==> src/rtl/stage_phase_accumulation_if.sv <==
// ----------------------------------------------------------------------------
// stage_phase_accumulation_if
// Bundles the configuration, slot-request and phase-output signals of
// stage_phase_accumulation. Signal names keep the accumulator's own point of
// view: i_* are driven into the accumulator and o_* are driven out of it.
//
//   i_ConfigWrite     write i_ConfigData into the step of i_ConfigOperator
//   i_ConfigOperator  operator whose phase step is written
//   i_ConfigData      unsigned phase step
//   i_Valid           slot request for i_OperatorNum
//   i_OperatorNum     operator served this slot
//   i_NoteOn          restart this operator's phase at 0
//   i_Modulation      signed FM offset added to the emitted phase
//   o_Ready           high once the power-up clear sweep has finished
//   o_Valid           o_Phase / o_OperatorNum are valid
//   o_OperatorNum     operator that o_Phase belongs to
//   o_Phase           signed phase word for the waveform stage
//
// Modports: master = operator sequencer / modulation routing side,
//           slave  = the phase accumulator.
// ----------------------------------------------------------------------------
interface stage_phase_accumulation_if #(
   parameter int NUM_OPERATORS = 32,
   parameter int STEP_WIDTH    = 20
);
   localparam int OP_WIDTH    = $clog2(NUM_OPERATORS);
   localparam int PHASE_WIDTH = 17;

   logic                          i_ConfigWrite;
   logic [OP_WIDTH-1:0]           i_ConfigOperator;
   logic [STEP_WIDTH-1:0]         i_ConfigData;
   logic                          i_Valid;
   logic [OP_WIDTH-1:0]           i_OperatorNum;
   logic                          i_NoteOn;
   logic signed [PHASE_WIDTH-1:0] i_Modulation;
   logic                          o_Ready;
   logic                          o_Valid;
   logic [OP_WIDTH-1:0]           o_OperatorNum;
   logic signed [PHASE_WIDTH-1:0] o_Phase;

   modport master (
      output i_ConfigWrite, i_ConfigOperator, i_ConfigData,
      output i_Valid, i_OperatorNum, i_NoteOn, i_Modulation,
      input  o_Ready, o_Valid, o_OperatorNum, o_Phase
   );

   modport slave (
      input  i_ConfigWrite, i_ConfigOperator, i_ConfigData,
      input  i_Valid, i_OperatorNum, i_NoteOn, i_Modulation,
      output o_Ready, o_Valid, o_OperatorNum, o_Phase
   );
endinterface

==> src/rtl/stage_phase_accumulation.sv <==
// ----------------------------------------------------------------------------
// stage_phase_accumulation
// Time-multiplexed per-operator phase accumulator. One ACC_WIDTH accumulator
// and one STEP_WIDTH phase step are kept per operator. Every valid slot emits
// the operator's current (pre-update) phase plus a signed FM offset, two
// cycles after the request, and advances that operator's accumulator by its
// step. After reset a clear sweep zeroes both arrays, one operator per cycle,
// before o_Ready rises.
//
// Ports
//   i_Clock  clock, all logic on the rising edge
//   i_Reset  asynchronous, active-high reset
//   bus      stage_phase_accumulation_if.slave (config, slot request,
//            phase output and o_Ready; see the interface header)
// ----------------------------------------------------------------------------
module stage_phase_accumulation #(
   parameter int NUM_OPERATORS = 32,
   parameter int ACC_WIDTH     = 24,
   parameter int STEP_WIDTH    = 20
) (
   input  logic                         i_Clock,
   input  logic                         i_Reset,
   stage_phase_accumulation_if.slave    bus
);
   localparam int OP_WIDTH    = $clog2(NUM_OPERATORS);
   localparam int PHASE_WIDTH = 17;

   typedef enum logic {
      ST_CLEAR = 1'b0,
      ST_RUN   = 1'b1
   } state_t;

   state_t                  state;
   state_t                  state_next;
   logic [OP_WIDTH-1:0]     clear_cnt;
   logic                    clear_en;
   logic                    ready;

   logic [ACC_WIDTH-1:0]    acc_mem  [NUM_OPERATORS];
   logic [STEP_WIDTH-1:0]   step_mem [NUM_OPERATORS];

   // Stage 1 registers (slot accepted, operands read)
   logic                    s1_valid;
   logic [OP_WIDTH-1:0]     s1_op;
   logic                    s1_note;
   logic [PHASE_WIDTH-1:0]  s1_mod;
   logic [ACC_WIDTH-1:0]    s1_acc;
   logic [STEP_WIDTH-1:0]   s1_step;

   logic                    slot_accept;
   logic                    cfg_accept;
   logic [ACC_WIDTH-1:0]    rd_acc;
   logic [ACC_WIDTH-1:0]    wb_acc;
   logic [PHASE_WIDTH-1:0]  phase_base;
   logic [PHASE_WIDTH-1:0]  emit_phase;

   // ------------------------------------------------------------------------
   // FSM: state register
   // ------------------------------------------------------------------------
   // NOTE: clocked state uses non-blocking assignments so every register
   // samples pre-edge values regardless of process evaluation order.
   always_ff @(posedge i_Clock or posedge i_Reset) begin
      if (i_Reset) state <= ST_CLEAR;
      else         state <= state_next;
   end

   // FSM: next state. RUN is only left through i_Reset.
   // NOTE: every combinationally written signal gets a default first so no
   // path through the block leaves it unassigned and infers a latch.
   always_comb begin
      state_next = state;
      case (state)
         ST_CLEAR: if (clear_cnt == OP_WIDTH'(NUM_OPERATORS - 1)) state_next = ST_RUN;
         ST_RUN:   state_next = ST_RUN;
         default:  state_next = ST_CLEAR;
      endcase
   end

   // FSM: outputs
   always_comb begin
      clear_en = 1'b0;
      ready    = 1'b0;
      case (state)
         ST_CLEAR: clear_en = 1'b1;
         ST_RUN:   ready    = 1'b1;
         default:  clear_en = 1'b1;
      endcase
   end

   assign bus.o_Ready = ready;

   // Sweep counter walks every operator exactly once after reset.
   always_ff @(posedge i_Clock or posedge i_Reset) begin
      if (i_Reset)       clear_cnt <= '0;
      else if (clear_en) clear_cnt <= clear_cnt + 1'b1;
   end

   // Requests and config writes are ignored until the sweep is done.
   assign slot_accept = bus.i_Valid       && ready;
   assign cfg_accept  = bus.i_ConfigWrite && ready;

   // ------------------------------------------------------------------------
   // Stage 1: operand read. When stage 2 is writing back the same operator
   // this cycle, take the write-back value so back-to-back slots of one
   // operator behave exactly like slots spaced apart.
   // ------------------------------------------------------------------------
   assign rd_acc = (s1_valid && (s1_op == bus.i_OperatorNum)) ? wb_acc
                                                              : acc_mem[bus.i_OperatorNum];

   always_ff @(posedge i_Clock or posedge i_Reset) begin
      if (i_Reset) begin
         s1_valid <= 1'b0;
         s1_op    <= '0;
         s1_note  <= 1'b0;
         s1_mod   <= '0;
         s1_acc   <= '0;
         s1_step  <= '0;
      end else begin
         s1_valid <= slot_accept;
         s1_op    <= bus.i_OperatorNum;
         s1_note  <= bus.i_NoteOn;
         s1_mod   <= bus.i_Modulation;
         s1_acc   <= rd_acc;
         s1_step  <= step_mem[bus.i_OperatorNum];
      end
   end

   // ------------------------------------------------------------------------
   // Stage 2: emit the pre-update phase and compute the write-back value.
   // Both sums wrap silently at their widths.
   // ------------------------------------------------------------------------
   assign wb_acc     = s1_note ? ACC_WIDTH'(s1_step) : s1_acc + ACC_WIDTH'(s1_step);
   assign phase_base = s1_note ? '0 : s1_acc[ACC_WIDTH-1 -: PHASE_WIDTH];
   assign emit_phase = phase_base + s1_mod;

   always_ff @(posedge i_Clock or posedge i_Reset) begin
      if (i_Reset) begin
         bus.o_Valid       <= 1'b0;
         bus.o_OperatorNum <= '0;
         bus.o_Phase       <= '0;
      end else begin
         bus.o_Valid <= s1_valid;
         if (s1_valid) begin
            bus.o_OperatorNum <= s1_op;
            bus.o_Phase       <= emit_phase;
         end
      end
   end

   // ------------------------------------------------------------------------
   // Storage arrays. The clear sweep owns both arrays; afterwards the
   // accumulator array is written only by stage 2 and the step array only by
   // config writes, so the two writers never collide.
   // ------------------------------------------------------------------------
   // NOTE: the arrays carry no reset term so they map onto plain RAM/regfile
   // cells; the post-reset sweep is what zeroes them.
   always_ff @(posedge i_Clock) begin
      if (clear_en) begin
         acc_mem[clear_cnt]  <= '0;
         step_mem[clear_cnt] <= '0;
      end else begin
         if (s1_valid)   acc_mem[s1_op]                 <= wb_acc;
         if (cfg_accept) step_mem[bus.i_ConfigOperator] <= bus.i_ConfigData;
      end
   end

endmodule
==> src/flat_wrapper.sv <==
// flat-port wrapper written by rule: the top's interface ports become plain ports
module stage_phase_accumulation_flat 
#(
   parameter int NUM_OPERATORS = 32,
   parameter int ACC_WIDTH     = 24,
   parameter int STEP_WIDTH    = 20
)
  (i_Clock, i_Reset, bus_i_ConfigWrite, bus_i_ConfigOperator, bus_i_ConfigData, bus_i_Valid, bus_i_OperatorNum, bus_i_NoteOn, bus_i_Modulation, bus_o_Ready, bus_o_Valid, bus_o_OperatorNum, bus_o_Phase);
  stage_phase_accumulation_if #(.NUM_OPERATORS(NUM_OPERATORS), .STEP_WIDTH(STEP_WIDTH)) bus_i ();
  input  logic i_Clock;
  input  logic i_Reset;
  input wire logic [$bits(bus_i.i_ConfigWrite)-1:0] bus_i_ConfigWrite;
  input wire logic [$bits(bus_i.i_ConfigOperator)-1:0] bus_i_ConfigOperator;
  input wire logic [$bits(bus_i.i_ConfigData)-1:0] bus_i_ConfigData;
  input wire logic [$bits(bus_i.i_Valid)-1:0] bus_i_Valid;
  input wire logic [$bits(bus_i.i_OperatorNum)-1:0] bus_i_OperatorNum;
  input wire logic [$bits(bus_i.i_NoteOn)-1:0] bus_i_NoteOn;
  input wire logic [$bits(bus_i.i_Modulation)-1:0] bus_i_Modulation;
  output wire logic [$bits(bus_i.o_Ready)-1:0] bus_o_Ready;
  output wire logic [$bits(bus_i.o_Valid)-1:0] bus_o_Valid;
  output wire logic [$bits(bus_i.o_OperatorNum)-1:0] bus_o_OperatorNum;
  output wire logic [$bits(bus_i.o_Phase)-1:0] bus_o_Phase;
  assign bus_i.i_ConfigWrite = bus_i_ConfigWrite;
  assign bus_i.i_ConfigOperator = bus_i_ConfigOperator;
  assign bus_i.i_ConfigData = bus_i_ConfigData;
  assign bus_i.i_Valid = bus_i_Valid;
  assign bus_i.i_OperatorNum = bus_i_OperatorNum;
  assign bus_i.i_NoteOn = bus_i_NoteOn;
  assign bus_i.i_Modulation = bus_i_Modulation;
  assign bus_o_Ready = bus_i.o_Ready;
  assign bus_o_Valid = bus_i.o_Valid;
  assign bus_o_OperatorNum = bus_i.o_OperatorNum;
  assign bus_o_Phase = bus_i.o_Phase;
  stage_phase_accumulation #(.NUM_OPERATORS(NUM_OPERATORS), .ACC_WIDTH(ACC_WIDTH), .STEP_WIDTH(STEP_WIDTH)) u_core (.i_Clock(i_Clock), .i_Reset(i_Reset), .bus(bus_i));
endmodule
==> config.mk <==
export PLATFORM = sky130hd
export DESIGN_NAME = stage_phase_accumulation_flat
export DESIGN_NICKNAME = d
export VERILOG_FILES = /design/src/rtl/stage_phase_accumulation_if.sv /design/src/rtl/stage_phase_accumulation.sv /design/src/flat_wrapper.sv
export SDC_FILE = /design/constraint.sdc
export NUM_CORES = 1
export LEC_CHECK = 0
export CAP_MARGIN = 10
export CORE_MARGIN = 2
export CORE_UTILIZATION = 35
export DETAILED_ROUTE_END_ITERATION = 12
export GPL_ROUTABILITY_DRIVEN = 0
export PLACE_DENSITY = 0.48
export SYNTH_ARGS = -nofsm -noshare
export SYNTH_HDL_FRONTEND = slang
export SYNTH_SLANG_ARGS = --single-unit
export TNS_END_PERCENT = 50
==> constraint.sdc <==
create_clock -name i_Clock -period 4.6 [get_ports i_Clock]
set_input_delay 0.69 -clock i_Clock [delete_from_list [all_inputs] [get_ports i_Clock]]
set_output_delay 0.69 -clock i_Clock [all_outputs]
set_load 0.1 [all_outputs]
== Word level (Yosys, flattened, before mapping) ==
Memory sizes are Yosys's and may differ from the RTL's. A register that Yosys moved wholly into a read port is not among the register bits.
Cells that the tools add are included.
Word-level totals
  register bits: 77
  bits in writable memories: 1408
  input port bits: 52
  output and inout bits: 24
  word-level logic and storage cells: 42
  memories kept: 2
Cells by class
  add/sub/neg operators: 3
  equal/unequal tests: 2
  multiplexer cells: 19
  bitwise logic cells: 1
  reduce and logical (&&, ||, !) cells: 5
Memory list
  u_core.acc_mem: words 32, bits a word 24, read ports 1, clocked after memory_dff 0, wr ports 1, RTL line stage_phase_accumulation.sv:39  | logic [ACC_WIDTH-1:0] acc_mem [NUM_OPERATORS];
  u_core.step_mem: words 32, bits a word 20, read ports 1, clocked after memory_dff 1, wr ports 1, RTL line stage_phase_accumulation.sv:40  | logic [STEP_WIDTH-1:0] step_mem [NUM_OPERATORS];
Operators with widths (number)
  $mux W24: 3
  $add A24 B20 Y24: 1
  $reduce_or A24 Y1: 1
  $mux W20: 1
  $reduce_or A20 Y1: 1
  $add A17 B17 Y17: 1
  $mux W17: 1
  $mux W1: 11
  $mux W5: 2
  $add A5 B1 Y5 const B: 1
  $eq A5 B5 Y1: 1
  $eq A5 B5 Y1 const B: 1
  $logic_and A1 B1 Y1: 3
  $pmux W1 S2: 1
  $not A1 Y1: 1

== Logic depth before layout (Yosys ltp) ==
Gate-level depths: netlist (run 1).
  depth in word-level cells: 7
  mapped depth: 12

== Worst setup path after synthesis (run 1) ==
OpenSTA, ideal clock, no wires.
  kind: register to register
  from: register u_core.s1_step[1] (read register of u_core.step_mem)
  to: memory u_core.acc_mem[0][17] (data pin)
  library setup time: 0.467 ns
  data arrival time: 3.486 ns
  data required time: 4.133 ns
  slack: 0.647 ns
  cell stages (with the launch flop): 9
  path through: dfrtp_1 ha_1 a211oi_1 o21ai_1 o2111ai_1 a211oi_1 or3b_2 xnor2_1 a211oi_1
On the way
  cells in the longest elaborated chain, start to end: 3
RTL lines
  start: declaration: RTL line stage_phase_accumulation.sv:48  | logic [STEP_WIDTH-1:0] s1_step;
  $add A24 B20 Y24: RTL line stage_phase_accumulation.sv:132  | assign wb_acc = s1_note ? ACC_WIDTH'(s1_step) : s1_acc + ACC_WIDTH'(s1_step);
  $mux W24: RTL line stage_phase_accumulation.sv:132
  $mux W24 (no line)
  end: declaration: RTL line stage_phase_accumulation.sv:39
Every way passes these cells.

== Worst setup path after layout (run 1) ==
  from: register u_core.s1_step[0] (read register of u_core.step_mem)
  to: memory u_core.acc_mem[23][14] (data pin)
Same word-level chain as after synthesis.

==> impl_results.html, run 1 <==
<table>
<tr><th>Metric</th><th>Value</th></tr>
<tr><th colspan="2">Run status</th></tr>
<tr><td>Outcome</td><td>complete, no violations</td></tr>
<tr><th colspan="2">Critical path</th></tr>
<tr><td>Largest fanout on the critical path</td><td>32</td></tr>
<tr><td>Start-to-end type of the worst setup path</td><td>register to register</td></tr>
<tr><td>Arr. time, crit path</td><td>3.98 ns</td></tr>
<tr><td>Kind of end point of the critical path</td><td>register</td></tr>
<tr><td>Critical Path RT</td><td>5.02 ns</td></tr>
<tr><td>Crit start category</td><td>register</td></tr>
<tr><th colspan="2">Clock tree</th></tr>
<tr><td>Cell chosen for the clock root</td><td>sky130_fd_sc_hd__clkbuf_16</td></tr>
<tr><td>Hold bufs inserted after CTS</td><td>0</td></tr>
<tr><td>CTS tree</td><td>built</td></tr>
<tr><td>Worst-case clock buffer depth</td><td>3</td></tr>
<tr><td>Number of clock sinks</td><td>between 1500 and 2000</td></tr>
<tr><td>Post-CTS resize count</td><td>0</td></tr>
<tr><td>Clock-pin slew reported for the worst setup and hold paths after clock tree synthesis</td><td>0.06 ns</td></tr>
<tr><td>Total clock buffers created by CTS</td><td>about 160</td></tr>
<tr><td>Setup Buffers After CTS</td><td>0</td></tr>
<tr><td>Htree depth</td><td>4</td></tr>
<tr><td>Clock latency on the worst-skew pair</td><td>0.79 ns</td></tr>
<tr><th colspan="2">Synthesis</th></tr>
<tr><td>Number of instances in the synthesized netlist</td><td>2745</td></tr>
<tr><td>Xor/xnor share of the synthesized area</td><td>less than 1%</td></tr>
<tr><td>Most frequent cells after synthesis</td><td>sky130_fd_sc_hd__edfxtp_1 (1408), sky130_fd_sc_hd__mux4_2 (425), sky130_fd_sc_hd__nor2_1 (120), sky130_fd_sc_hd__dfrtp_1 (97), sky130_fd_sc_hd__nand2_1 (61)</td></tr>
<tr><td>Dominant combinational cell family by area after synthesis</td><td>multiplexers</td></tr>
<tr><td>Library cell occupying the most area in the post-synthesis netlist</td><td>sky130_fd_sc_hd__edfxtp_1</td></tr>
<tr><td>Area share of fa/ha/maj cells after synthesis</td><td>less than 1%</td></tr>
<tr><td>Proportion of synthesized chip area in sequential cells</td><td>75.21%</td></tr>
<tr><td>Top FF cell, synth</td><td>sky130_fd_sc_hd__edfxtp_1</td></tr>
<tr><td>Total nets after synthesis</td><td>2837</td></tr>
<tr><td>Mean Syn Cell Area</td><td>21.66 um^2</td></tr>
<tr><td>Proportion of synthesized area in mux cells</td><td>17.49%</td></tr>
<tr><td>Simple-gate area share of the yosys netlist</td><td>2.536%</td></tr>
<tr><td>Number of enable flip-flop cells after synthesis</td><td>1408</td></tr>
<tr><td>Complex-gate fraction of the synthesized area</td><td>~2.2%</td></tr>
<tr><td>Synthesized cell area</td><td>0.05945 mm^2</td></tr>
<tr><td>Synth warnings</td><td>0</td></tr>
<tr><td>Cells taking the most area after synthesis</td><td>sky130_fd_sc_hd__edfxtp_1 (71%), sky130_fd_sc_hd__mux4_2 (16%), sky130_fd_sc_hd__dfrtp_1 (4.1%)</td></tr>
<tr><td>Most common cell in the synthesized netlist</td><td>sky130_fd_sc_hd__edfxtp_1</td></tr>
<tr><td>Number of distinct library cells after synthesis</td><td>63</td></tr>
<tr><td>Share of the synthesized area in the top cell type</td><td>71.12%</td></tr>
<tr><td>Count of state elements after synthesis</td><td>1505</td></tr>
<tr><td>Share of flip-flops with an asynchronous set or reset</td><td>6.445%</td></tr>
<tr><th colspan="2">Die</th></tr>
<tr><td>Die boundary width</td><td>416.1 um</td></tr>
<tr><td>Vertical die dimension</td><td>416.1 um</td></tr>
<tr><td>Total number of placement rows</td><td>151</td></tr>
<tr><td>Die footprint</td><td>0.1732 mm^2</td></tr>
<tr><td>Core region area</td><td>0.1691 mm^2</td></tr>
<tr><td>Starting density of the core</td><td>35.16%</td></tr>
<tr><td>IO Count</td><td>76</td></tr>
<tr><th colspan="2">Routing</th></tr>
<tr><td>Total Routed Length</td><td>159700 um</td></tr>
<tr><td>Antenna Nets Post-Route</td><td>0</td></tr>
<tr><td>Number of DRC violations after detailed-routing iteration 0</td><td>2529</td></tr>
<tr><td>Remaining design rule violation count</td><td>0</td></tr>
<tr><td>Routed wire length per instance</td><td>~30 um</td></tr>
<tr><td>Vias per cell</td><td>5.424</td></tr>
<tr><td>Detailed-routing iteration count for the pre-antenna-repair pass</td><td>5</td></tr>
<tr><td>DR vias</td><td>28970</td></tr>
<tr><th colspan="2">Hold path</th></tr>
<tr><td>Classification of the worst-slack hold path</td><td>input port to register</td></tr>
<tr><th colspan="2">GRT</th></tr>
<tr><td>Global-route wire length before repair</td><td>226400 um</td></tr>
<tr><td>Tot GR Track Use</td><td>~18%</td></tr>
<tr><td>Antenna violations before repair</td><td>5</td></tr>
<tr><td>Via count of the first global-routing pass</td><td>30350</td></tr>
<tr><td>Final global-route overflow total</td><td>0</td></tr>
<tr><td>Largest net degree at the start of global routing</td><td>64</td></tr>
<tr><th colspan="2">Finish</th></tr>
<tr><td>Summed area of non-filler cells in the final layout</td><td>0.06922 mm^2</td></tr>
<tr><td>Ratio of cells with drive above 1 in the final layout</td><td>between 20% and 30%</td></tr>
<tr><td>P&amp;R area growth vs syn</td><td>16.43%</td></tr>
<tr><td>Number of nets in the final layout</td><td>3082</td></tr>
<tr><th colspan="2">Timing</th></tr>
<tr><td>Final hold violation count</td><td>0</td></tr>
<tr><td>Worst Clk Skew</td><td>around 0.028 ns</td></tr>
<tr><td>Shortest clock period the worst path allows after layout</td><td>3.555 ns</td></tr>
<tr><td>Number of pins exceeding their max-slew limit in the final report</td><td>0</td></tr>
<tr><td>Final setup viols</td><td>0</td></tr>
<tr><td>Period Utilization, post-route</td><td>77.29%</td></tr>
<tr><td>Achievable clock frequency</td><td>281.3 MHz</td></tr>
<tr><td>Total negative setup slack</td><td>0 ns</td></tr>
<tr><td>Worst Tran Pin Value</td><td>between 1 and 1.5 ns</td></tr>
<tr><td>Max-slew headroom at the worst pin</td><td>22.49%</td></tr>
<tr><td>Setup repair after global routing missed its margin</td><td>false</td></tr>
<tr><th colspan="2">Placement</th></tr>
<tr><td>Post-DP Area</td><td>0.06405 mm^2</td></tr>
<tr><td>IO buf count</td><td>75</td></tr>
<tr><td>DPL Wire Length</td><td>92840 um</td></tr>
<tr><th colspan="2">Pwr</th></tr>
<tr><td>P per Cell Area</td><td>442.2 mW/mm^2</td></tr>
<tr><td>Leakage</td><td>0.02319 uW</td></tr>
<tr><td>Peak supply drop</td><td>0.0003748 V</td></tr>
<tr><th colspan="2">Job</th></tr>
<tr><td>Maximum Capacitance Violations</td><td>0</td></tr>
</table>
[sequential cells by signal (all words and copies together) (netlist names)]
| register | flops |
|---|---|
| u_core.acc_mem | 768 |
| u_core.step_mem | 640 |
| u_core.s1_acc | 24 |
| u_core.s1_step | 20 |
| u_core.bus.o_Phase | 17 |
| u_core.s1_mod | 17 |
| u_core.bus.o_OperatorNum | 5 |
| u_core.clear_cnt | 5 |
| u_core.s1_op | 5 |
| u_core.bus.o_Valid | 1 |
| u_core.s1_note | 1 |
| u_core.s1_valid | 1 |
| u_core.state | 1 |
[path summary, 6_finish.rpt]
check | start | endpoint | slack (ns) | depth (start not counted)
max | u_core.s1_step[0]$_DFF_PP0_ | u_core.acc_mem[23][14]$_DFFE_PP_ | 1.04 | 10
min | bus_i_Modulation[6] | u_core.s1_mod[6]$_DFF_PP0_ | 0.34 | 1
max reg2reg | u_core.s1_step[0]$_DFF_PP0_ | u_core.acc_mem[23][14]$_DFFE_PP_ | 1.04 | 10
min reg2reg | u_core.bus.o_Phase[4]$_DFFE_PP0P_ | u_core.bus.o_Phase[4]$_DFFE_PP0P_ | 0.51 | 1
max in group asynchronous | i_Reset | u_core.s1_step[5]$_DFF_PP0_ | 3.39 | 3
min in group asynchronous | i_Reset | u_core.bus.o_Phase[1]$_DFFE_PP0P_ | 0.41 | 2
[metrics by stage]
step	utilization, %	hold slack [ns]	power (uW)	setup WS, ns	std cells
after CTS	40.89	0.2735	30910	1.008	5335
final	40.93	0.3394	30600	1.045	5341
after detailed placement	37.88	0.4985	18330	0.7775	5044
after global routing	40.93	0.2985	31620	0.7362	5341
after floorplan	-	0.4297	17400	0.6468	2745
after global placement	37.88	0.4955	18270	0.7793	5044
[power by group]
| part | internal [uW] | leakage (uW) | switching [uW] |
|---|---|---|---|
| combinational | 908 | 0.00589 | 1680 |
| clock | 7290 | 0.00247 | 5280 |
| sequential | 15300 | 0.0148 | 117 |
| total | 23500 | 0.0232 | 7080 |
[cell usage in the layout (no fill, tap or decap), types with 33 or more instances in the layout]
| cell | instances |
|---|---|
| sky130_fd_sc_hd__edfxtp_1 | 1408 |
| sky130_fd_sc_hd__mux4_2 | 425 |
| sky130_fd_sc_hd__clkbuf_16 | 163 |
| sky130_fd_sc_hd__buf_4 | 120 |
| sky130_fd_sc_hd__dfrtp_1 | 96 |
| sky130_fd_sc_hd__clkdlybuf4s50_1 | 71 |
| sky130_fd_sc_hd__nand2_1 | 61 |
| sky130_fd_sc_hd__a21oi_1 | 53 |
| sky130_fd_sc_hd__clkbuf_1 | 53 |
| sky130_fd_sc_hd__nor2_1 | 51 |
| sky130_fd_sc_hd__mux2_2 | 45 |
| sky130_fd_sc_hd__ha_1 | 38 |
| sky130_fd_sc_hd__nor2_2 | 37 |
| sky130_fd_sc_hd__o21ai_0 | 35 |
| sky130_fd_sc_hd__nor2b_1 | 33 |
[layer usage]
metal | share of wire (%) | GRT usage (%) | vias to the layer above
met5 | 0.0075 | 0 | -
met1 | 41 | 24.26 | 15800
met2 | 51 | 31.26 | 891
met3 | 5.1 | 2.860 | 247
met4 | 3.1 | 6.626 | 2
li1 | - | - | 12020
[critical path, cell delays in order (launching register included)]
cell and delay, ns:
sky130_fd_sc_hd__dfrtp_1 0.38, sky130_fd_sc_hd__ha_1 0.23, sky130_fd_sc_hd__inv_1 0.08, sky130_fd_sc_hd__fa_1 0.18, sky130_fd_sc_hd__nor2b_1 0.07, sky130_fd_sc_hd__o2111a_1 0.28, sky130_fd_sc_hd__o31ai_1 0.55, sky130_fd_sc_hd__a21oi_1 0.24
sky130_fd_sc_hd__nand3_1 0.13, sky130_fd_sc_hd__a32oi_1 0.13, sky130_fd_sc_hd__nor2_2 0.90
[layout make-up]
cell class	count	area (um^2)
fillers	14700	99880
flip-flops and latches	1505	44710
multi-input cells	1092	14420
clock buffers	224	4388
well taps	2218	2775
repair buffers	220	2153
clock inverters	67	710.7
inverters	13	56.30
diodes	2	5.005
[kinds of logic after synthesis]
| group | count (synthesis) |
|---|---|
| AOI/OAI and AO/OA | 203 |
| buffers and inverters | 148 |
| muxes | 502 |
| and+or+nand+nor | 314 |
| xor gates and xnor gates | 33 |
| adders and majority gates | 40 |
| DFF | 1505 |
(Power assumes the default switching activity.)
==> run 2: changes to the inputs <==
Clock period 4.6 ns to 3.35 ns, I/O delays scaled along.
==> run 2 against run 1 <==
Sequential share of layout area down 1.0 points. Global-route usage increased by 0.15 points. Sequential power grew 38%. Combinational power up 46%. Via count rose by 1.5%. Critical path depth did not move. Clock power up 35%. Clock skew fell by 0.0032 ns. Critical endpoint is now u_core.bus.o_Phase[13]$_DFFE_PP0P_. Highest routed layer is now met4.
==> impl_results.html, run 2 (synthesis results as in run 1) <==
<table>
<tr><th>Metric</th><th>Value</th></tr>
<tr><th colspan="2">Run status</th></tr>
<tr><td>Outcome</td><td>complete, no violations</td></tr>
<tr><th colspan="2">Routing</th></tr>
<tr><td>Remaining design rule violation count</td><td>0 (unchanged)</td></tr>
<tr><td>Vias per cell</td><td>5.407 (-0.30%)</td></tr>
<tr><td>Routed wire length per instance</td><td>29.67 um (-0.79%)</td></tr>
<tr><td>Antenna Nets Post-Route</td><td>0 (unchanged)</td></tr>
<tr><td>Number of DRC violations after detailed-routing iteration 0</td><td>2744 (+8.5%)</td></tr>
<tr><td>Total Routed Length</td><td>161400 um (+1.0%)</td></tr>
<tr><td>DR vias</td><td>29410 (+1.5%)</td></tr>
<tr><td>Detailed-routing iteration count for the pre-antenna-repair pass</td><td>7 (+2)</td></tr>
<tr><th colspan="2">Critical path</th></tr>
<tr><td>Delay contributed by the slowest stage of the critical path</td><td>0.47 ns (-0.43 ns)</td></tr>
<tr><td>Critical Path RT</td><td>4.03 ns (-0.99 ns)</td></tr>
<tr><td>Cell repeated most along the worst path</td><td>sky130_fd_sc_hd__o21ai_0</td></tr>
<tr><td>Launching point of the worst reg2reg path</td><td>u_core.s1_note$_DFF_PP0_</td></tr>
<tr><td>Number of cells on the worst reg-to-reg path</td><td>10 (unchanged)</td></tr>
<tr><td>Worst path depth</td><td>10 (unchanged)</td></tr>
<tr><td>Critical path buffer and inverter count</td><td>1 (unchanged)</td></tr>
<tr><td>Crit start category</td><td>register</td></tr>
<tr><td>Start-to-end type of the worst setup path</td><td>register to register</td></tr>
<tr><td>Cells along the critical path</td><td>buf_4, nor2b_1, ha_1, a211oi_1, o21ai_0, a21oi_1, o21ai_0, a41oi_1, xnor2_1, mux2_2</td></tr>
<tr><td>Arr. time, crit path</td><td>3.90 ns (-0.08 ns)</td></tr>
<tr><td>Kind of end point of the critical path</td><td>register</td></tr>
<tr><td>Cell family with the largest share of critical-path delay</td><td>compound AO/OA/AOI/OAI gates</td></tr>
<tr><td>Worst setup path startpoint</td><td>u_core.s1_note$_DFF_PP0_</td></tr>
<tr><td>Slowest cell on crit path</td><td>sky130_fd_sc_hd__nor2b_1</td></tr>
<tr><td>Largest fanout on the critical path</td><td>29 (-9.4%)</td></tr>
<tr><th colspan="2">Clock tree</th></tr>
<tr><td>Clock latency on the worst-skew pair</td><td>0.80 ns (about the same)</td></tr>
<tr><td>Clock-pin slew reported for the worst setup and hold paths after clock tree synthesis</td><td>0.06 ns (about the same)</td></tr>
<tr><td>Setup Buffers After CTS</td><td>0 (unchanged)</td></tr>
<tr><td>Htree depth</td><td>4 (unchanged)</td></tr>
<tr><td>Number of clock sinks</td><td>1505 (unchanged)</td></tr>
<tr><td>Worst-case clock buffer depth</td><td>3 (unchanged)</td></tr>
<tr><td>Cell chosen for the clock root</td><td>sky130_fd_sc_hd__clkbuf_16</td></tr>
<tr><td>Total clock buffers created by CTS</td><td>158 (unchanged)</td></tr>
<tr><td>Hold bufs inserted after CTS</td><td>0 (unchanged)</td></tr>
<tr><td>CTS tree</td><td>built</td></tr>
<tr><th colspan="2">Timing</th></tr>
<tr><td>Period Utilization, post-route</td><td>96.33% (+19 points)</td></tr>
<tr><td>Number of pins exceeding their max-slew limit in the final report</td><td>0 (unchanged)</td></tr>
<tr><td>Worst Clk Skew</td><td>0.02464 ns (-0.003151 ns)</td></tr>
<tr><td>Total negative setup slack</td><td>0 ns (unchanged)</td></tr>
<tr><td>Max-slew headroom at the worst pin</td><td>32.07% (+9.6 points)</td></tr>
<tr><td>Final setup viols</td><td>0 (unchanged)</td></tr>
<tr><td>Setup repair after global routing missed its margin</td><td>false</td></tr>
<tr><td>Worst Tran Pin Value</td><td>1.019 ns (-0.1286 ns)</td></tr>
<tr><td>Achievable clock frequency</td><td>309.9 MHz (+10%)</td></tr>
<tr><td>Shortest clock period the worst path allows after layout</td><td>3.227 ns (-0.3283 ns)</td></tr>
<tr><td>Final hold violation count</td><td>0 (unchanged)</td></tr>
<tr><th colspan="2">GRT</th></tr>
<tr><td>Tot GR Track Use</td><td>18.65% (+0.15 points)</td></tr>
<tr><td>Final global-route overflow total</td><td>0 (unchanged)</td></tr>
<tr><td>Largest net degree at the start of global routing</td><td>90 (+41%)</td></tr>
<tr><td>Global-route wire length before repair</td><td>230000 um (+1.6%)</td></tr>
<tr><td>Antenna violations before repair</td><td>6 (+1)</td></tr>
<tr><td>Via count of the first global-routing pass</td><td>30920 (+1.9%)</td></tr>
<tr><th colspan="2">Finish</th></tr>
<tr><td>Ratio of cells with drive above 1 in the final layout</td><td>32.31% (+2.6 points)</td></tr>
<tr><td>Most flops, register</td><td>u_core.acc_mem</td></tr>
<tr><td>Registers with the highest flip-flop counts</td><td>u_core.acc_mem (768), u_core.step_mem (640), u_core.s1_acc (24)</td></tr>
<tr><td>P&amp;R area growth vs syn</td><td>18.30%</td></tr>
<tr><td>Commonest cells after routing, fill and taps aside</td><td>sky130_fd_sc_hd__edfxtp_1 (1408), sky130_fd_sc_hd__mux4_2 (425), sky130_fd_sc_hd__buf_4 (182), sky130_fd_sc_hd__clkbuf_16 (159), sky130_fd_sc_hd__dfrtp_1 (97)</td></tr>
<tr><td>Commonest non-fill, non-tap cell in the layout</td><td>sky130_fd_sc_hd__edfxtp_1</td></tr>
<tr><td>Max reg flops</td><td>768 (unchanged)</td></tr>
<tr><td>Number of nets in the final layout</td><td>3177 (+3.1%)</td></tr>
<tr><td>Final Non-Filler Cells</td><td>5438 (+1.8%)</td></tr>
<tr><th colspan="2">Die</th></tr>
<tr><td>Die footprint</td><td>0.1732 mm^2 (unchanged)</td></tr>
<tr><td>Starting density of the core</td><td>35.16% (unchanged)</td></tr>
<tr><td>Core region area</td><td>0.1691 mm^2 (unchanged)</td></tr>
<tr><td>Total number of placement rows</td><td>151 (unchanged)</td></tr>
<tr><td>Die boundary width</td><td>416.1 um (unchanged)</td></tr>
<tr><td>Vertical die dimension</td><td>416.1 um (unchanged)</td></tr>
<tr><td>IO Count</td><td>76 (unchanged)</td></tr>
<tr><th colspan="2">Job</th></tr>
<tr><td>Maximum Capacitance Violations</td><td>0 (unchanged)</td></tr>
<tr><th colspan="2">Pwr</th></tr>
<tr><td>Peak supply drop</td><td>0.0005164 V (+38%)</td></tr>
<tr><td>Cell internal pwr</td><td>32090 uW (+36%)</td></tr>
<tr><td>P per Cell Area</td><td>596.4 mW/mm^2 (+35%)</td></tr>
<tr><td>Sequential group share of total power</td><td>50.5% (about the same)</td></tr>
<tr><td>Clk network pwr share</td><td>40.5% (-0.6 points)</td></tr>
<tr><td>Net switching power</td><td>9855 uW (+39%)</td></tr>
<tr><td>Portion of total power attributed to combinational logic</td><td>9.0% (+0.5 points)</td></tr>
<tr><td>Net Sw Frac</td><td>23.49% (+0.34 points)</td></tr>
<tr><td>Leakage</td><td>0.02377 uW (+2.5%)</td></tr>
<tr><th colspan="2">Placement</th></tr>
<tr><td>DPL Wire Length</td><td>95410 um (+2.8%)</td></tr>
<tr><td>IO buf count</td><td>75 (unchanged)</td></tr>
<tr><td>Cell count after placement</td><td>5143 (+2.0%)</td></tr>
<tr><th colspan="2">Hold path</th></tr>
<tr><td>Classification of the worst-slack hold path</td><td>input port to asynchronous set/reset pin</td></tr>
</table>
run 2: cell count changes in the layout (fill, tap and decap cells not counted), moves of 5 or more:
cell and delta:
sky130_fd_sc_hd__clkdlybuf4s50_1 -5, sky130_fd_sc_hd__inv_6 +8, sky130_fd_sc_hd__buf_4 +62, sky130_fd_sc_hd__clkbuf_1 -20, sky130_fd_sc_hd__clkinv_2 +12, sky130_fd_sc_hd__buf_12 +42
sky130_fd_sc_hd__clkinv_1 +8
run 2: cell type report:
type,instances,area (um^2)
fill,14600,98760
multi-input combinational,1092,14430
timing repair buffer,315,3349
clock buffer,198,4185
antenna,4,10.01
inverter,13,56.30
clock inverter,93,817.0
tap,2218,2775
sequential,1505,44710
run 2: final timing paths:
| kind | endpoint | slack [ns] |
|---|---|---|
| hold reg to reg | u_core.bus.o_Phase[11]$_DFFE_PP0P_ | 0.51 |
| setup reg to reg | u_core.bus.o_Phase[13]$_DFFE_PP0P_ | 0.12 |
| min in group i_Clock | u_core.s1_op[2]$_DFF_PP0_ | 0.14 |
| hold / removal | u_core.s1_mod[7]$_DFF_PP0_ | 0.1 |
| setup / recovery | u_core.bus.o_Phase[13]$_DFFE_PP0P_ | 0.12 |
| max in group asynchronous | u_core.s1_acc[17]$_DFF_PP0_ | 2.62 |
run 2: power by group through the flow:
stage | combinational [uW] | clock [uW] | sequential [uW]
floorplan | 1910 | 0 | 22000
global placement | 3740 | 0 | 21600
detailed placement | 3790 | 0 | 21600
CTS | 3810 | 17400 | 21200
global route | 4020 | 18100 | 21200
finish | 3770 | 17000 | 21200
run 2: routing by layer:
metal / routed length, um / track usage, %
met1: 68160 / 24.81
met2: 82470 / 32.03
met3: 7352 / 2.864
met4: 3364 / 4.727
met5: 0 / 0
run 2: through the flow:
| step | utilization (%) | total power [uW] | setup WS (ns) | hold slack [ns] | cell area, um^2 |
|---|---|---|---|---|---|
| floorplan | - | 23900 | -0.06051 | 0.4297 | 59470 |
| global placement | 38.62 | 25300 | 0.02938 | 0.5009 | 65310 |
| detailed placement | 38.62 | 25360 | -0.08077 | 0.5011 | 65310 |
| finish | 41.59 | 41950 | 0.1231 | 0.09529 | 70330 |
| CTS | 41.58 | 42400 | 0.03224 | 0.05280 | 70310 |
| global route | 41.59 | 43340 | 0.02997 | 0.08237 | 70320 |
run 2: timing repair:
item	4_1_cts	5_1_grt
gates cloned	0	0
endpoints found under the setup margin	32	32
gates resized for setup	1	1
==> RTL change (config.mk and constraints of run 2) <==
`STEP_WIDTH` is set to 20 in 3 places; all go to 30.
--- a/src/rtl/stage_phase_accumulation_if.sv
+++ b/src/rtl/stage_phase_accumulation_if.sv
@@ -21,7 +21,7 @@
 // ----------------------------------------------------------------------------
 interface stage_phase_accumulation_if #(
    parameter int NUM_OPERATORS = 32,
-   parameter int STEP_WIDTH    = 20
+   parameter int STEP_WIDTH    = 30
 );
    localparam int OP_WIDTH    = $clog2(NUM_OPERATORS);
    localparam int PHASE_WIDTH = 17;
--- a/src/rtl/stage_phase_accumulation.sv
+++ b/src/rtl/stage_phase_accumulation.sv
@@ -16,7 +16,7 @@
 module stage_phase_accumulation #(
    parameter int NUM_OPERATORS = 32,
    parameter int ACC_WIDTH     = 24,
-   parameter int STEP_WIDTH    = 20
+   parameter int STEP_WIDTH    = 30
 ) (
    input  logic                         i_Clock,
    input  logic                         i_Reset,
--- a/src/flat_wrapper.sv
+++ b/src/flat_wrapper.sv
@@ -3,7 +3,7 @@
 #(
    parameter int NUM_OPERATORS = 32,
    parameter int ACC_WIDTH     = 24,
-   parameter int STEP_WIDTH    = 20
+   parameter int STEP_WIDTH    = 30
 )
   (i_Clock, i_Reset, bus_i_ConfigWrite, bus_i_ConfigOperator, bus_i_ConfigData, bus_i_Valid, bus_i_OperatorNum, bus_i_NoteOn, bus_i_Modulation, bus_o_Ready, bus_o_Valid, bus_o_OperatorNum, bus_o_Phase);
   stage_phase_accumulation_if #(.NUM_OPERATORS(NUM_OPERATORS), .STEP_WIDTH(STEP_WIDTH)) bus_i ();
Ports: changed (resized bus_i_ConfigData); port bits go from 76 to 86. The function was not compared with the original's and may differ.
==> RTL change against run 2 <==
  * Sequential share of layout area grew 0.28 points
  * Core utilization increased by 0.11 points
  * Synthesized cell count grew 5.4%
  * Sequential cell count rose by 132
  * Clock skew grew 0.0039 ns
  * Cell area rose by 8.3%
  * Worst hold slack better by 0.057 ns
  * Sequential power up 8%
  * First-iteration DRC count decreased by 3.1%
  * Worst setup slack worse by 0.017 ns
  * Power up 7.4%
  * Critical path type unchanged
  * Area after synthesis increased by 8.0%
  * Routed wire length is 5.1% higher
==> RTL change: results (changes against run 2) <==
Outcome
  • Outcome: completed (unchanged)

Cells and area
  • Layout cell share with drive strength beyond 1: 33.4% (was 32.3%)
  • Multi-input logic portion of the cell area: 20.3% (was 20.5%)
  • Clock buffer count in the final layout: 221 (was 198)
  • Filler cell count: 15.8k (was 14.6k)
  • Multi-input gates: 1103 (was 1092)
  • Clock-cell share of area: 6.92% (was 7.11%)
  • Seq. cell area: 0.0487 mm2 (was 0.0447 mm2)
  • Seq/total area: 63.9% (was 63.6%)
  • Ant. Diodes: 5 (was 4)
  • Final cell count without fillers: 5815 (was 5438)
  • Signal buffers: 365 (was 315)
  • Flip-flop and latch count: 1637 (was 1505)
  • Nets: 3394 (was 3177)
  • Biggest regs: u_core.acc_mem (768), u_core.step_mem (768) (was u_core.acc_mem (768), u_core.step_mem (640), u_core.s1_acc (24))

Global route
  • Maximum number of pins on one net before global-route repair: 50 (was 90)
  • Met3 track utilization from global routing: 3.11% (was 2.86%)
  • Met2 Use GR: 30.7% (was 32.0%)
  • Total track usage: 18.2% (was 18.6%)
  • Vias in the first global route: 32.6k (was 30.9k)
  • First-pass GRT wire length: 240 mm (was 230 mm)

Routing
  • Via count: 31.0k (was 29.4k)
  • M1 WL: 70.7 mm (was 68.2 mm)
  • DRT iter0 DRCs: 2660 (was 2744)
  • DR WL met2: 85.5 mm (was 82.5 mm)
  • WL met3: 8.75 mm (was 7.35 mm)
  • Avg WL per Cell: 29.2 um (was 29.7 um)

Clock network
  • Hold_buf cts: 1 (was 0)
  • Post-CTS setup buffer count: 4 (was 0)
  • Number of buffers created by CTS: 169 (was 158)
  • Cts repair resizes: 12 (was 1)

Synthesis
  • Mux contribution to synthesized area: 17.8% (was 17.5%)
  • Synth unique cells: 50 (was 63)
  • Area contributors post-synth: edfxtp_1 72%, mux4_2 17%, dfrtp_1 3.9% (was edfxtp_1 71%, mux4_2 16%, dfrtp_1 4.1%)
  • Synth Area in Adders: 0.861% (was 0.867%)
  • Post-synth top cells: 1536 x edfxtp_1, 477 x mux4_2, 117 x nor2_1 (was 1408 x edfxtp_1, 425 x mux4_2, 120 x nor2_1)
  • Async SR Flop Fraction: 6.17% (was 6.45%)
  • Average cell area after synthesis: 22.2 um2 (was 21.7 um2)
  • Number of flops mapped to enable cells by yosys: 1536 (was 1408)
  • Synth Area in Compound Gates: 1.87% (was 2.22%)
  • Post-synth net total: 2999 (was 2837)

Critical path
  • Slowest stage delay, CP: 0.39 ns (was 0.47 ns)
  • CP max-delay cell: dfrtp_1 (was nor2b_1)
  • CP Max Fanout: 32 (was 29)

Timing
  • Worst Clk Skew: 0.0285 ns (was 0.0246 ns)
  • Slew @ Worst Pin: 1.20 ns (was 1.02 ns)

Power
  • Lkg Pwr: 25.7 nW (was 23.8 nW)
  • Maximum vdd ir drop: 0.466 mV (was 0.516 mV)

Worst hold path
  • HP Class: input port to flip-flop (was input port to async pin)

Placement
  • Placed cells: 5497 (was 5143)
  • Post-DP HPWL: 102 mm (was 95.4 mm)
  • Post-DP Area: 0.0707 mm2 (was 0.0653 mm2)
-- RTL change: worst paths after layout --
path                                                         start                                 endpoint  slack (ns)  depth (start not counted)
setup / recovery                       u_core.s1_step[0]$_DFF_PP0_         u_core.acc_mem[20][12]$_DFFE_PP_        0.11                         14
hold / removal                                bus_i_Modulation[12]              u_core.s1_mod[12]$_DFF_PP0_        0.15                          1
setup reg to reg                       u_core.s1_step[0]$_DFF_PP0_         u_core.acc_mem[20][12]$_DFFE_PP_        0.11                         14
hold reg to reg            u_core.bus.o_OperatorNum[2]$_DFFE_PP0P_  u_core.bus.o_OperatorNum[2]$_DFFE_PP0P_        0.51                          1
max in group asynchronous                                  i_Reset               u_core.s1_acc[6]$_DFF_PP0_        1.97                          4
min in group asynchronous                                  i_Reset        u_core.bus.o_Phase[6]$_DFFE_PP0P_        0.62                          3
-- RTL change: power by group --
group          leakage (nW)  switching (mW)  internal, mW
logic                  6.93            2.50          1.50
registers              16.2           0.165          22.9
clock network          2.56            7.67          10.3
